### config.mk
export PLATFORM = sky130hd
export DESIGN_NAME = wormhole_mesh_router
export DESIGN_NICKNAME = d
export VERILOG_FILES = /design/src/rtl/wormhole_mesh_router.sv
export SDC_FILE = /design/constraint.sdc
export NUM_CORES = 1
export LEC_CHECK = 0
export BUFFER_PORTS_ARGS = -buffer_cell sky130_fd_sc_hd__buf_4
export CAP_MARGIN = 20
export CORE_MARGIN = 2
export CORE_UTILIZATION = 55
export CTS_CLUSTER_SIZE = 16
export DETAILED_ROUTE_END_ITERATION = 8
export PLACE_DENSITY_LB_ADDON = 0.05
export SLEW_MARGIN = 30
export SYNTH_ARGS = -nofsm -noshare
export SYNTH_HDL_FRONTEND = slang
export SYNTH_SLANG_ARGS = --single-unit
### constraint.sdc
create_clock -name clk -period 8.7 [get_ports clk]
set_input_delay 0.435 -clock clk [delete_from_list [all_inputs] [get_ports clk]]
set_output_delay 0.435 -clock clk [all_outputs]
set_load 0.02 [all_outputs]
### src/rtl/wormhole_mesh_router.sv
`default_nettype none
// ============================================================================
// Module  : wormhole_mesh_router
// Brief   : 5-port 2D-mesh wormhole router with per-input FIFOs, XY/YX routing
//           and per-output round-robin packet allocation.
// Revision: 1.0
// ============================================================================
module wormhole_mesh_router #(
    parameter int FLIT_SIZE    = 18,
    parameter int BUF_DEPTH    = 4,
    parameter int NOC_WIDTH    = 4,
    parameter int NOC_LENGTH   = 4,
    parameter int ROUTER_X     = 0,
    parameter int ROUTER_Y     = 0,
    parameter int ROUTING_MODE = 0
) (
    input  logic                   clk,
    input  logic                   rst,
    input  logic [5*FLIT_SIZE-1:0] in_data,
    input  logic [4:0]             in_req,
    output logic [4:0]             in_ack,
    output logic [5*FLIT_SIZE-1:0] out_data,
    output logic [4:0]             out_req,
    input  logic [4:0]             out_ack,
    output logic [4:0]             out_busy
);
    localparam int NP = 5;
    localparam int XW = (NOC_WIDTH  > 1) ? $clog2(NOC_WIDTH)  : 1;
    localparam int YW = (NOC_LENGTH > 1) ? $clog2(NOC_LENGTH) : 1;
    localparam int AW = $clog2(BUF_DEPTH);
    localparam int CW = AW + 1;

    localparam logic [2:0] P_LOCAL = 3'd0;
    localparam logic [2:0] P_WEST  = 3'd1;
    localparam logic [2:0] P_NORTH = 3'd2;
    localparam logic [2:0] P_EAST  = 3'd3;
    localparam logic [2:0] P_SOUTH = 3'd4;

    logic [FLIT_SIZE-1:0] mem_q   [NP][BUF_DEPTH];
    logic [AW-1:0]        rd_q    [NP];
    logic [AW-1:0]        wr_q    [NP];
    logic [CW-1:0]        cnt_q   [NP];
    logic [FLIT_SIZE-1:0] front   [NP];
    logic [NP-1:0]        empty;
    logic [NP-1:0]        full;
    logic [NP-1:0]        push;
    logic [NP-1:0]        pop;

    logic [NP-1:0]        lock_q;
    logic [2:0]           owner_q [NP];
    logic [2:0]           ptr_q   [NP];

    logic [2:0]           route   [NP];
    logic [NP-1:0]        in_busy;
    logic [NP-1:0]        cand    [NP];
    logic [NP-1:0]        grant_v;
    logic [2:0]           grant_idx [NP];
    logic [NP-1:0]        xfer;

    // Destination port for a head address field; dimension order picked by ROUTING_MODE.
    function automatic logic [2:0] route_of(input logic [XW+YW-1:0] addr);
        int         dx;
        int         dy;
        logic [2:0] px;
        logic [2:0] py;
        dx = int'(addr[XW-1:0]);
        dy = int'(addr[XW+YW-1:XW]);
        px = (dx > ROUTER_X) ? P_EAST  : (dx < ROUTER_X) ? P_WEST  : P_LOCAL;
        py = (dy > ROUTER_Y) ? P_SOUTH : (dy < ROUTER_Y) ? P_NORTH : P_LOCAL;
        if (ROUTING_MODE == 0) route_of = (px != P_LOCAL) ? px : py;
        else                   route_of = (py != P_LOCAL) ? py : px;
    endfunction

    always_comb begin
        for (int i = 0; i < NP; i++) begin
            empty[i] = (cnt_q[i] == '0);
            full[i]  = (cnt_q[i] == CW'(BUF_DEPTH));
            front[i] = mem_q[i][rd_q[i]];
        end
    end

    // No bypass: acceptance depends on occupancy only, never on a same-cycle pop.
    assign in_ack = ~full;
    assign push   = in_req & ~full;

    always_ff @(posedge clk) begin
        if (rst) begin
            for (int i = 0; i < NP; i++) begin
                rd_q[i]  <= '0;
                wr_q[i]  <= '0;
                cnt_q[i] <= '0;
            end
        end else begin
            for (int i = 0; i < NP; i++) begin
                if (push[i]) begin
                    mem_q[i][wr_q[i]] <= in_data[i*FLIT_SIZE +: FLIT_SIZE];
                    wr_q[i]           <= wr_q[i] + 1'b1;
                end
                if (pop[i]) rd_q[i] <= rd_q[i] + 1'b1;
                if (push[i] && !pop[i])      cnt_q[i] <= cnt_q[i] + 1'b1;
                else if (!push[i] && pop[i]) cnt_q[i] <= cnt_q[i] - 1'b1;
            end
        end
    end

    always_comb begin
        for (int i = 0; i < NP; i++) begin
            route[i]   = route_of(front[i][XW+YW-1:0]);
            in_busy[i] = 1'b0;
            for (int o = 0; o < NP; o++) begin
                if (lock_q[o] && (owner_q[o] == 3'(i))) in_busy[i] = 1'b1;
            end
        end
        // Type bit FLIT_SIZE-2 is set for head (01) and single (11) flits.
        for (int o = 0; o < NP; o++) begin
            for (int i = 0; i < NP; i++) begin
                cand[o][i] = !empty[i] && front[i][FLIT_SIZE-2] && !in_busy[i]
                             && (route[i] == 3'(o));
            end
        end
    end

    always_comb begin
        int idx;
        idx = 0;
        for (int o = 0; o < NP; o++) begin
            grant_v[o]   = 1'b0;
            grant_idx[o] = '0;
            for (int k = 0; k < NP; k++) begin
                idx = int'(ptr_q[o]) + k;
                if (idx >= NP) idx = idx - NP;
                if (!lock_q[o] && !grant_v[o] && cand[o][idx]) begin
                    grant_v[o]   = 1'b1;
                    grant_idx[o] = 3'(idx);
                end
            end
        end
    end

    always_comb begin
        pop = '0;
        for (int o = 0; o < NP; o++) begin
            out_data[o*FLIT_SIZE +: FLIT_SIZE] = lock_q[o] ? front[owner_q[o]] : '0;
            out_req[o] = lock_q[o] && !empty[owner_q[o]];
            xfer[o]    = out_req[o] && out_ack[o];
            if (xfer[o]) pop[owner_q[o]] = 1'b1;
        end
    end

    assign out_busy = lock_q;

    // Type bit FLIT_SIZE-1 marks tail (10) and single (11): the packet's last flit.
    always_ff @(posedge clk) begin
        if (rst) begin
            for (int o = 0; o < NP; o++) begin
                lock_q[o]  <= 1'b0;
                owner_q[o] <= '0;
                ptr_q[o]   <= '0;
            end
        end else begin
            for (int o = 0; o < NP; o++) begin
                if (lock_q[o]) begin
                    if (xfer[o] && front[owner_q[o]][FLIT_SIZE-1]) lock_q[o] <= 1'b0;
                end else if (grant_v[o]) begin
                    lock_q[o]  <= 1'b1;
                    owner_q[o] <= grant_idx[o];
                    ptr_q[o]   <= (grant_idx[o] == 3'(NP-1)) ? 3'd0 : grant_idx[o] + 3'd1;
                end
            end
        end
    end
endmodule
`default_nettype wire

Word-level counts from Yosys, hierarchy flattened
Memory sizes are Yosys's and may differ from the RTL's. Index checks and enable logic that the tools add are counted.

$add $sub $neg: 70. Magnitude comparators: 90. Equal/unequal tests: 50. Muxes and demuxes: 397. Bitwise logic cells: 51. Reductions and logical operators: 210.

Operators with widths (number): 32-bit by 5-bit < comparator with 1-bit output (second input constant) (25); 32-bit 2-to-1 mux (25); 18-bit 2-to-1 mux (30); 72-bit 2-to-1 mux (5); 18-bit binary-select mux with 3-bit select (5); 1-bit 2-to-1 mux (207); 18-bit binary-select mux with 2-bit select (5); 18-bit demux with 2-bit select (5); 3-bit 2-to-1 mux (60); 1-bit logical AND (140); 4-bit by 3-bit subtractor with 5-bit output (second input constant) (20); 1-bit binary-select mux with 3-bit select (30); 4-bit by 3-bit >= comparator with 1-bit output (second input constant) (20); 3-bit by 2-bit equality test with 1-bit output (second input constant) (20); 3-bit equality test (second input constant) (20); 1-bit zero test (50); 3-bit >= comparator (second input constant) (15); 3-bit zero test (15); 3-bit by 2-bit adder with 4-bit output (second input constant) (10); 3-bit by 1-bit adder with 3-bit output (second input constant) (10); 3-bit by 1-bit equality test with 1-bit output (second input constant) (10); 2-bit 2-to-1 mux (15); 2-bit inverter with 3-bit output (10); 1-bit OR (30); 17 further kinds (86).

Flip-flop bits (word level): 5. Memory bits (writable): 425. Input port bits: 102. Output and inout port bits: 105. Logic and storage cells: 875. Memories: 6.

Memory list: mem_q (words 5, bits a word 72, read ports 5, clocked after memory_dff 0, write ports 5, RTL line 39) `logic [FLIT_SIZE-1:0] mem_q [NP][BUF_DEPTH];`; cnt_q (words 5, bits a word 3, read ports 5, clocked after memory_dff 0, write ports 5, RTL line 42) `logic [CW-1:0] cnt_q [NP];`; owner_q (words 5, bits a word 3, read ports 5, clocked after memory_dff 0, write ports 5, RTL line 50) `logic [2:0] owner_q [NP];`; ptr_q (words 5, bits a word 3, read ports 5, clocked after memory_dff 0, write ports 5, RTL line 51) `logic [2:0] ptr_q [NP];`; rd_q (words 5, bits a word 2, read ports 5, clocked after memory_dff 0, write ports 5, RTL line 40) `logic [AW-1:0] rd_q [NP];`; wr_q (words 5, bits a word 2, read ports 5, clocked after memory_dff 0, write ports 5, RTL line 41) `logic [AW-1:0] wr_q [NP];`.

Longest topological paths before layout
Gate-level depths: netlist of run 1.

Depth in word-level cells: 36. Gate-level depth with buffers: 19. Gate-level depth less buffers: 17.

Worst setup path after synthesis of run 1
OpenSTA, ideal clock, no wires.

Kind: reg2reg. From: mem ptr_q[0][0]. To: mem ptr_q[0][2], data pin. Library setup time: 148 ps. Data arrival time: 4191 ps. Data required time: 8552 ps. Setup slack: 4360 ps. Cell stages (with the launch flop): 20. Buffers on the path: 3. Clock period less this slack: 4340 ps. Cells stage by stage: edfxtp_1 clkbuf_1 inv_1 clkbuf_1 ha_1 inv_1 ha_1 clkbuf_1 a21oi_1 o2bb2ai_1 mux2_2 a2111oi_2 nand4bb_1 nor2_1 a221oi_2 inv_2 ha_1 nor3_1 o31ai_1 mux2i_1.

RTL lines (RTL line): start, declared (51).

==> results.md, run 1 <==
Status:
- The flow ran to the end, and the final reports show no timing, DRC or antenna violations.

STA:
- Setup violations remaining at the end of the flow were counted as 0.
- In the post-route analysis, the smallest setup slack over all paths is 3.50 ns.
- The total negative slack for setup checks is 0 ns.
- The max-slew violation count is 0.
- Clock skew on the completed layout was measured at 0.0137 ns.
- Setup repair after global routing left no endpoint under its margin.
- The fraction of the cycle the final worst path needs is 59.7%.
- The worst hold slack is 0.0540 ns.
- The clock period could shrink to 5.20 ns.
- The hold violation count in the final report is 0.
- The actual transition at the worst max-transition pin is 1.04 ns.
- The relative slew slack is 30.9%.
- Static timing analysis puts the maximum clock frequency at 192 MHz.

Synth:
- The biggest area contributor in the post-synthesis netlist is sky130_fd_sc_hd__edfxtp_1.
- Among all flip-flop cells after synthesis, the most frequent one is sky130_fd_sc_hd__edfxtp_1.
- The area share of the largest cell type after synthesis is 55.2%.
- The synthesized netlist cell count is 1649.
- Dividing the synthesized area by the synthesized cell count gives 13.6 um2.
- The netlist area before placement is 0.0225 mm2.
- The Yosys step of the flow raised 0 warnings.
- The synthesized netlist contains 96 unique library cells.
- The most numerous cell in the Yosys netlist is sky130_fd_sc_hd__edfxtp_1.
- The flop and latch count out of synthesis is 418.
- Counting every net in the synthesized netlist gives 1821.
- After synthesis, the share of flip-flops with an asynchronous set or reset is 0%.
- The count of flip-flops with a built-in enable after synthesis is 413.
- The commonest cells after synthesis are sky130_fd_sc_hd__edfxtp_1, sky130_fd_sc_hd__mux4_2, sky130_fd_sc_hd__nor2_1.
- By area the synthesized netlist is led by sky130_fd_sc_hd__edfxtp_1, sky130_fd_sc_hd__mux4_2, sky130_fd_sc_hd__ha_1.
- The sequential cell area fraction in the yosys report is 55.6%.

Place:
- The post-DP HPWL is 46500 um.
- Routability-driven placement finished with a final weighted congestion of 0.964.
- Prior to clock tree synthesis, the placed netlist has a worst setup slack of 3.26 ns.
- Port buffering added 206 buffers.
- Including well taps, the total number of placed cells is 2325.

Routing:
- In the routed design, unresolved DRC markers number 0.
- In the final routed layout, each cell accounts on average for 26.7 um.
- The total iterations of the first detailed-routing run is 5.
- After detailed routing, the total wire length is 64100 um.
- Once detail routing completed, the nets flagged for antenna violations numbered 0.
- The number of DRC violations after detailed-routing iteration 0 is 1791.
- The via count is 15800.
- Using the TritonRoute via totals, the vias-per-cell ratio works out to 6.56.

Die:
- In this run the standard cell core region covers 0.0406 mm2.
- The initialized floorplan defines 74 standard-cell rows.
- The chip width is 206 um.
- The initial utilization of the core area, before any placement, comes to 55.4%.
- The total die area is 0.0425 mm2.
- In this run the vertical extent of the chip is 206 um.
- The top-level port count is 207.

Clock tree:
- TritonCTS built the clock tree.
- The number of H-tree branching levels is 2.
- Clock tree synthesis selected as its root buffer the cell sky130_fd_sc_hd__clkbuf_16.
- The buffer levels on the longest clock path is 3.
- Gates resized during post-CTS repair numbered 0.
- For the worst-skew pair, the clock arrives at the later sink with an insertion delay of 0.57 ns.
- The number of buffers created by CTS is 43.
- The post-CTS repair timing setup buffer count is 0.
- After clock tree synthesis, the clock-pin slew on the worst setup and hold paths is 0.06 ns.
- CTS saw 418 sinks.
- The hold buffer count at CTS is 0.

Critical path:
- The cell class contributing the biggest share of worst-path delay is simple AND/OR/NAND/NOR gates.
- The start point of the critical path is owner_q[0][0].
- Walking the worst path, the cells encountered are buf_8 > nor4bb_1 > buf_4 > nor4_1 > nand4_1 > or3_1 > a32o_1 > a21oi_1 > nor2_1 > a221oi_2 > inv_2 > ha_1 > nor3_1 > o31ai_1 > mux2i_1.
- The data arrival at the endpoint of the critical path is 5.61 ns.
- The worst setup path is launched from a flop.
- STA puts the critical path data required time at 9.11 ns.
- The cell at the slowest stage of the critical path is sky130_fd_sc_hd__edfxtp_1.
- The buffers plus inverters on the worst setup path is 3.
- Along the worst path, the maximum fanout reaches 14.
- The critical path is of the reg -> reg type.
- In this design, the stage delay of the slowest critical-path cell is 0.75 ns.
- The flop-to-flop setup slack is 3.50 ns.
- The critical register-to-register path startpoint is owner_q[0][0].
- The kind of capture point of the worst setup path is a flop.

Power:
- The ratio of total power to cell area is 377 mW/mm2.
- The overall power after layout is 9760 uW.
- The analysis attributes to cell leakage a power of 0.00919 uW.
- The maximum resistive drop on vdd is 0.000213 V.

Layout:
- The net count of the finished layout is 2011.
- Relative to the synthesized area, the layout overhead comes to 15.2%.
- The number of antenna cells inserted is 0.
- Of the cells placed in the final design, the portion with a size suffix greater than 1 is 26.2%.
- The final non-filler cell total is 2404.

Global route:
- The first global-routing pass estimated 94300 um of wire.
- The initial antenna violation count is 0.
- The total overflow left after global routing is 0.
- The via count of the first global-routing pass is 15000.
- Entering global routing, the biggest net connects 36 pins.
- The overall fraction of global-route tracks in use is 30.3%.

Flow run:
- Max-cap violations in this run came to 0.

Worst hold path:
- The worst hold path begins at out_ack[1].
- The type of the worst min-delay path is in -> reg.
-- routing by layer --
layer / vias to the layer above / global-route usage [%] / wire, um
met4: 0 / 10.6 / 2210
met1: 7860 / 42.0 / 25800
met3: 125 / 5.16 / 5310
met5: - / 0 / 0
li1: 6942 / - / -
met2: 842 / 48.6 / 30800
-- path summary, 6_finish.rpt --
check | end | depth (start not counted)
hold reg to reg | cnt_q[4][0] | 1
hold / removal | out_busy[1] | 2
setup / recovery | ptr_q[0][2] | 15
setup reg to reg | ptr_q[0][2] | 15
-- power breakdown --
part / internal (uW) / total [uW] / switching [uW]
Clock: 944 / 1700 / 756
Combinational: 2010 / 5230 / 3210
Sequential: 2580 / 2830 / 257
Total: 5530 / 9760 / 4230
-- registers in the layout (all words and copies together), names as in the netlist --
signal    count
wr_q         10
ptr_q         9
out_busy      5
mem_q       360
cnt_q        15
owner_q       9
rd_q         10
-- kinds of logic after synthesis --
family	share of synthesized area, %
xor+xnor	1.13
simple gates	11.2
buf+inv	2.82
mux	14.3
flops	55.6
compound gates	10.9
fa+ha+maj	4.03
-- cell type report --
class	instances	area, um2
Fill cell	3077	14700
Sequential cell	418	12500
Multi-Input combinational cell	1073	9410
Timing Repair Buffer	237	1790
Clock buffer	52	1110
Tap cell	532	666
Inverter	66	248
Clock inverter	26	174
-- cells in the final DEF (no fill, tap or decap), types with 43 or more instances in the layout --
cell type	netlist	final
sky130_fd_sc_hd__nand2_1	85	85
sky130_fd_sc_hd__nor2_1	107	107
sky130_fd_sc_hd__buf_4	1	235
sky130_fd_sc_hd__and2_1	59	45
sky130_fd_sc_hd__edfxtp_1	413	413
sky130_fd_sc_hd__ha_1	66	66
sky130_fd_sc_hd__a21oi_1	58	58
sky130_fd_sc_hd__o21ai_0	55	55
sky130_fd_sc_hd__clkbuf_16	0	43
sky130_fd_sc_hd__mux4_2	118	118
sky130_fd_sc_hd__inv_1	62	62
-- per-stage QoR --
| step | util [%] | area, um2 |
|---|---|---|
| 5_1_grt | 63.9 | 25900 |
| 4_1_cts | 63.8 | 25900 |
| 6_report | 63.9 | 25900 |
| 3_3_place_gp | 60.5 | 24500 |
| 2_1_floorplan | - | 22500 |
| 3_5_place_dp | 60.6 | 24600 |
No activity file was read; power rests on OpenSTA's default activity.
==> run 2: changes to the inputs <==
Settings changed: CORE_UTILIZATION 55 to 54.
Clock period 8.7 ns to 4.2 ns, I/O delays scaled along.
==> results.md, run 2 (synthesis results as in run 1) <==
Status:
- The run finished with clean final reports.

Layout:
- Leaving out fill and tap cells, the most frequent cell in the layout is sky130_fd_sc_hd__edfxtp_1.
- The net count of the finished layout was 2243 (+12%).
- The number of filler cells placed in the layout is 2876 (-6.5%).
- The final non-filler cell total is 2635 (+9.6%).
- The share of layout cells above drive strength 1 is 30.9% (+4.6 points).
- The flip-flop count of the largest register after layout is 360 (unchanged).
- Relative to the synthesized area, the layout overhead comes to 25.1%.
- The top cell types in the final layout, fill and taps aside, are sky130_fd_sc_hd__edfxtp_1, sky130_fd_sc_hd__buf_4, sky130_fd_sc_hd__mux4_2.
- The utilization after layout was 68.7% (+4.9 points).

Critical path:
- The largest incremental delay on the critical path is 0.57 ns (-0.18 ns).
- The buffers plus inverters on the worst setup path is 2 (-1).
- The data arrival at the endpoint of the critical path is 4.47 ns (-1.14 ns).
- The biggest fanout along the worst timing path is 4 (-10).
- STA classifies the critical path endpoint as a flop.
- The total stage count of the critical path came to 12 (-3).
- The required arrival time at the worst endpoint is 4.52 ns (-4.59 ns).
- The worst setup path is launched from a flop.
- The critical path goes through mux4_2 > or2_4 > or4_4 > buf_6 > mux4_2 > o21ba_4 > mux2_4 > a211oi_2 > a21boi_4 > ha_2 > inv_2 > o2111a_1.
- The critical path class is reg -> reg.
- The critical path's most frequent cell is sky130_fd_sc_hd__mux4_2.
- Among cell families on the critical path, the largest total delay comes from multiplexers.
- The slowest stage of the critical path belongs to the cell sky130_fd_sc_hd__or4_4.
- The flop-to-flop setup slack is 0.05 ns (-3.45 ns).
- The worst reg2reg path depth is 12 (-3).

Routing:
- The routed wire length came to 68600 um (+7.0%).
- The number of DRC violations after detailed-routing iteration 0 came to 1829 (+2.1%).
- The vias per cell was 6.43 (-2.0%).
- The total iterations of the first detailed-routing run is 5 (unchanged).
- The via count is 16900 (+7.4%).
- The mean routed wirelength per cell was 26.0 um (-2.3%).
- The remaining antenna violation count came to 0 (unchanged).
- The residual DRC count is 0 (unchanged).

Place:
- The number of input and output port buffers inserted came to 206 (unchanged).
- The number of cells in the design after placement is 2443 (+5.1%).
- The post-placement worst setup slack is -0.0654 ns (-3.32 ns).
- The weighted congestion at the end of routability-driven global placement is 0.952 (-1.3%).
- The post-DP HPWL is 49700 um (+7.0%).

STA:
- The max-slew violation count is 0 (unchanged).
- The hold violation count in the final report is 0 (unchanged).
- The actual transition at the worst max-transition pin was 0.946 ns (-0.0894 ns).
- The relative slew slack is 36.9% (+6.0 points).
- The fraction of the cycle the final worst path needs is 98.8% (+39 points).
- The worst-case setup margin in the final layout was 0.0520 ns (-3.45 ns).
- The minimum period implied by the final worst setup slack came to 4.15 ns (-1.05 ns).
- The highest clock frequency the design can meet was 241 MHz (+25%).
- The worst hold slack came to 0.0427 ns (-0.0112 ns).
- Setup repair after global routing could not meet its margin everywhere.
- The total negative slack for setup checks is 0 ns (unchanged).
- The setup violation total in the final timing report came to 0 (unchanged).
- The clock skew after layout is 0.0210 ns (+0.00728 ns).

Power:
- The ratio of total power to cell area is 784 mW/mm2 (+110%).
- The standby leakage power is 0.0103 uW (+12%).
- The maximum resistive drop on vdd is 0.000515 V (+140%).

Die:
- The total die area is 0.0433 mm2 (+1.8%).
- The chip width is 208 um (+0.90%).
- The top-level port count is 207 (unchanged).
- The initial core utilization came to 54.9% (-0.50 points).
- The site row count is 74 (unchanged).
- The standard cell core area was 0.0409 mm2 (+0.91%).
- The height of the chip is 208 um (+0.90%).

Clock tree:
- The CTS tree is built.
- The buffer levels on the longest clock path was 3 (unchanged).
- The count of clock tree sinks is 418 (unchanged).
- The cell sitting at the root of the clock tree is a sky130_fd_sc_hd__clkbuf_16.
- The clock latency at the later pin of the worst-skew pair came to 0.59 ns (+0.02 ns).
- The clock slew at the register clock pins of the worst setup and hold paths is 0.06 ns (about the same).
- The number of buffers created by CTS is 44 (+2.3%).
- The number of H-tree branching levels was 2 (unchanged).

Global route:
- The via count of the first global-routing pass came to 16300 (+8.3%).
- The sum of overflow across all layers after global routing is 0 (unchanged).
- The global-route layer with the greatest usage is met2.
- The met1 capacity usage during global routing was 42.7% (+0.72 points).
- The maximum number of pins on one net before global-route repair is 31 (-14%).
- The overall fraction of global-route tracks in use is 31.3% (+1.0 points).
- The initial antenna violation count is 3 (+3).
- The met3 global-route usage is 5.40% (+0.25 points).
- The wire length of the first global-routing pass came to 102000 um (+7.9%).
- The routing usage on met2 is 50.3% (+1.7 points).

Flow run:
- The number of violations of the max-capacitance limit is 0 (unchanged).

Worst hold path:
- The tightest min-delay check is of the in -> reg type.
- The hold path depth was 3 (+1).
[run 2: cell type report]
type	count	area [um2]	area share [%]
inverters	66	249	0.885
well taps	532	666	2.37
clock buffers	54	1140	4.05
clock inverters	23	238	0.845
repair buffers	468	3780	13.5
multi-input cells	1073	9550	33.9
diodes	1	2.50	0.00890
flip-flops and latches	418	12500	44.4
[run 2: repair_timing]
item                       4_1_cts  5_1_grt
setup endpoints to repair        2        9
gates resized for setup          2       36
hold endpoints to repair       364        0
pin swaps                        0       11
buffers inserted                 1       15
hold buffers                    97        0
[run 2: final timing paths]
check	start	endpoint
max	rd_q[0][4]	ptr_q[0][12]
min	out_ack[4]	out_busy[4]
max reg2reg	rd_q[0][4]	ptr_q[0][12]
min reg2reg	cnt_q[2][0]	cnt_q[2][0]
[run 2: worst register-to-register path: stages (launching register included)]
cell and delay (ns):
sky130_fd_sc_hd__edfxtp_1 0.44, sky130_fd_sc_hd__mux4_2 0.55, sky130_fd_sc_hd__or2_4 0.27, sky130_fd_sc_hd__or4_4 0.57
sky130_fd_sc_hd__buf_6 0.15, sky130_fd_sc_hd__mux4_2 0.45, sky130_fd_sc_hd__o21ba_4 0.21, sky130_fd_sc_hd__mux2_4 0.29
sky130_fd_sc_hd__a211oi_2 0.21, sky130_fd_sc_hd__a21boi_4 0.25, sky130_fd_sc_hd__ha_2 0.21, sky130_fd_sc_hd__inv_2 0.04
sky130_fd_sc_hd__o2111a_1 0.24
[run 2: power breakdown]
| part | total [uW] | switching [uW] | internal [uW] |
|---|---|---|---|
| combinational | 12600 | 7290 | 5280 |
| sequential | 5710 | 368 | 5340 |
| clock | 3770 | 1640 | 2130 |
| total | 22000 | 9300 | 12800 |
[run 2: stage by stage]
stage	instance area (um2)	total power (uW)
after global routing	28100	23100
final	28100	22000
after global placement	25400	17500
after CTS	27800	21500
after detailed placement	25500	17600
after floorplan	22500	13100
[run 2: routing by layer]
| layer | wire length, um | vias to the layer above | part of all wire [%] |
|---|---|---|---|
| met4 | 2830 | 0 | 4.1 |
| met2 | 33200 | 938 | 48 |
| met5 | 0 | - | 0 |
| met1 | 26600 | 8439 | 39 |
| li1 | - | 7403 | - |
| met3 | 5980 | 156 | 8.7 |
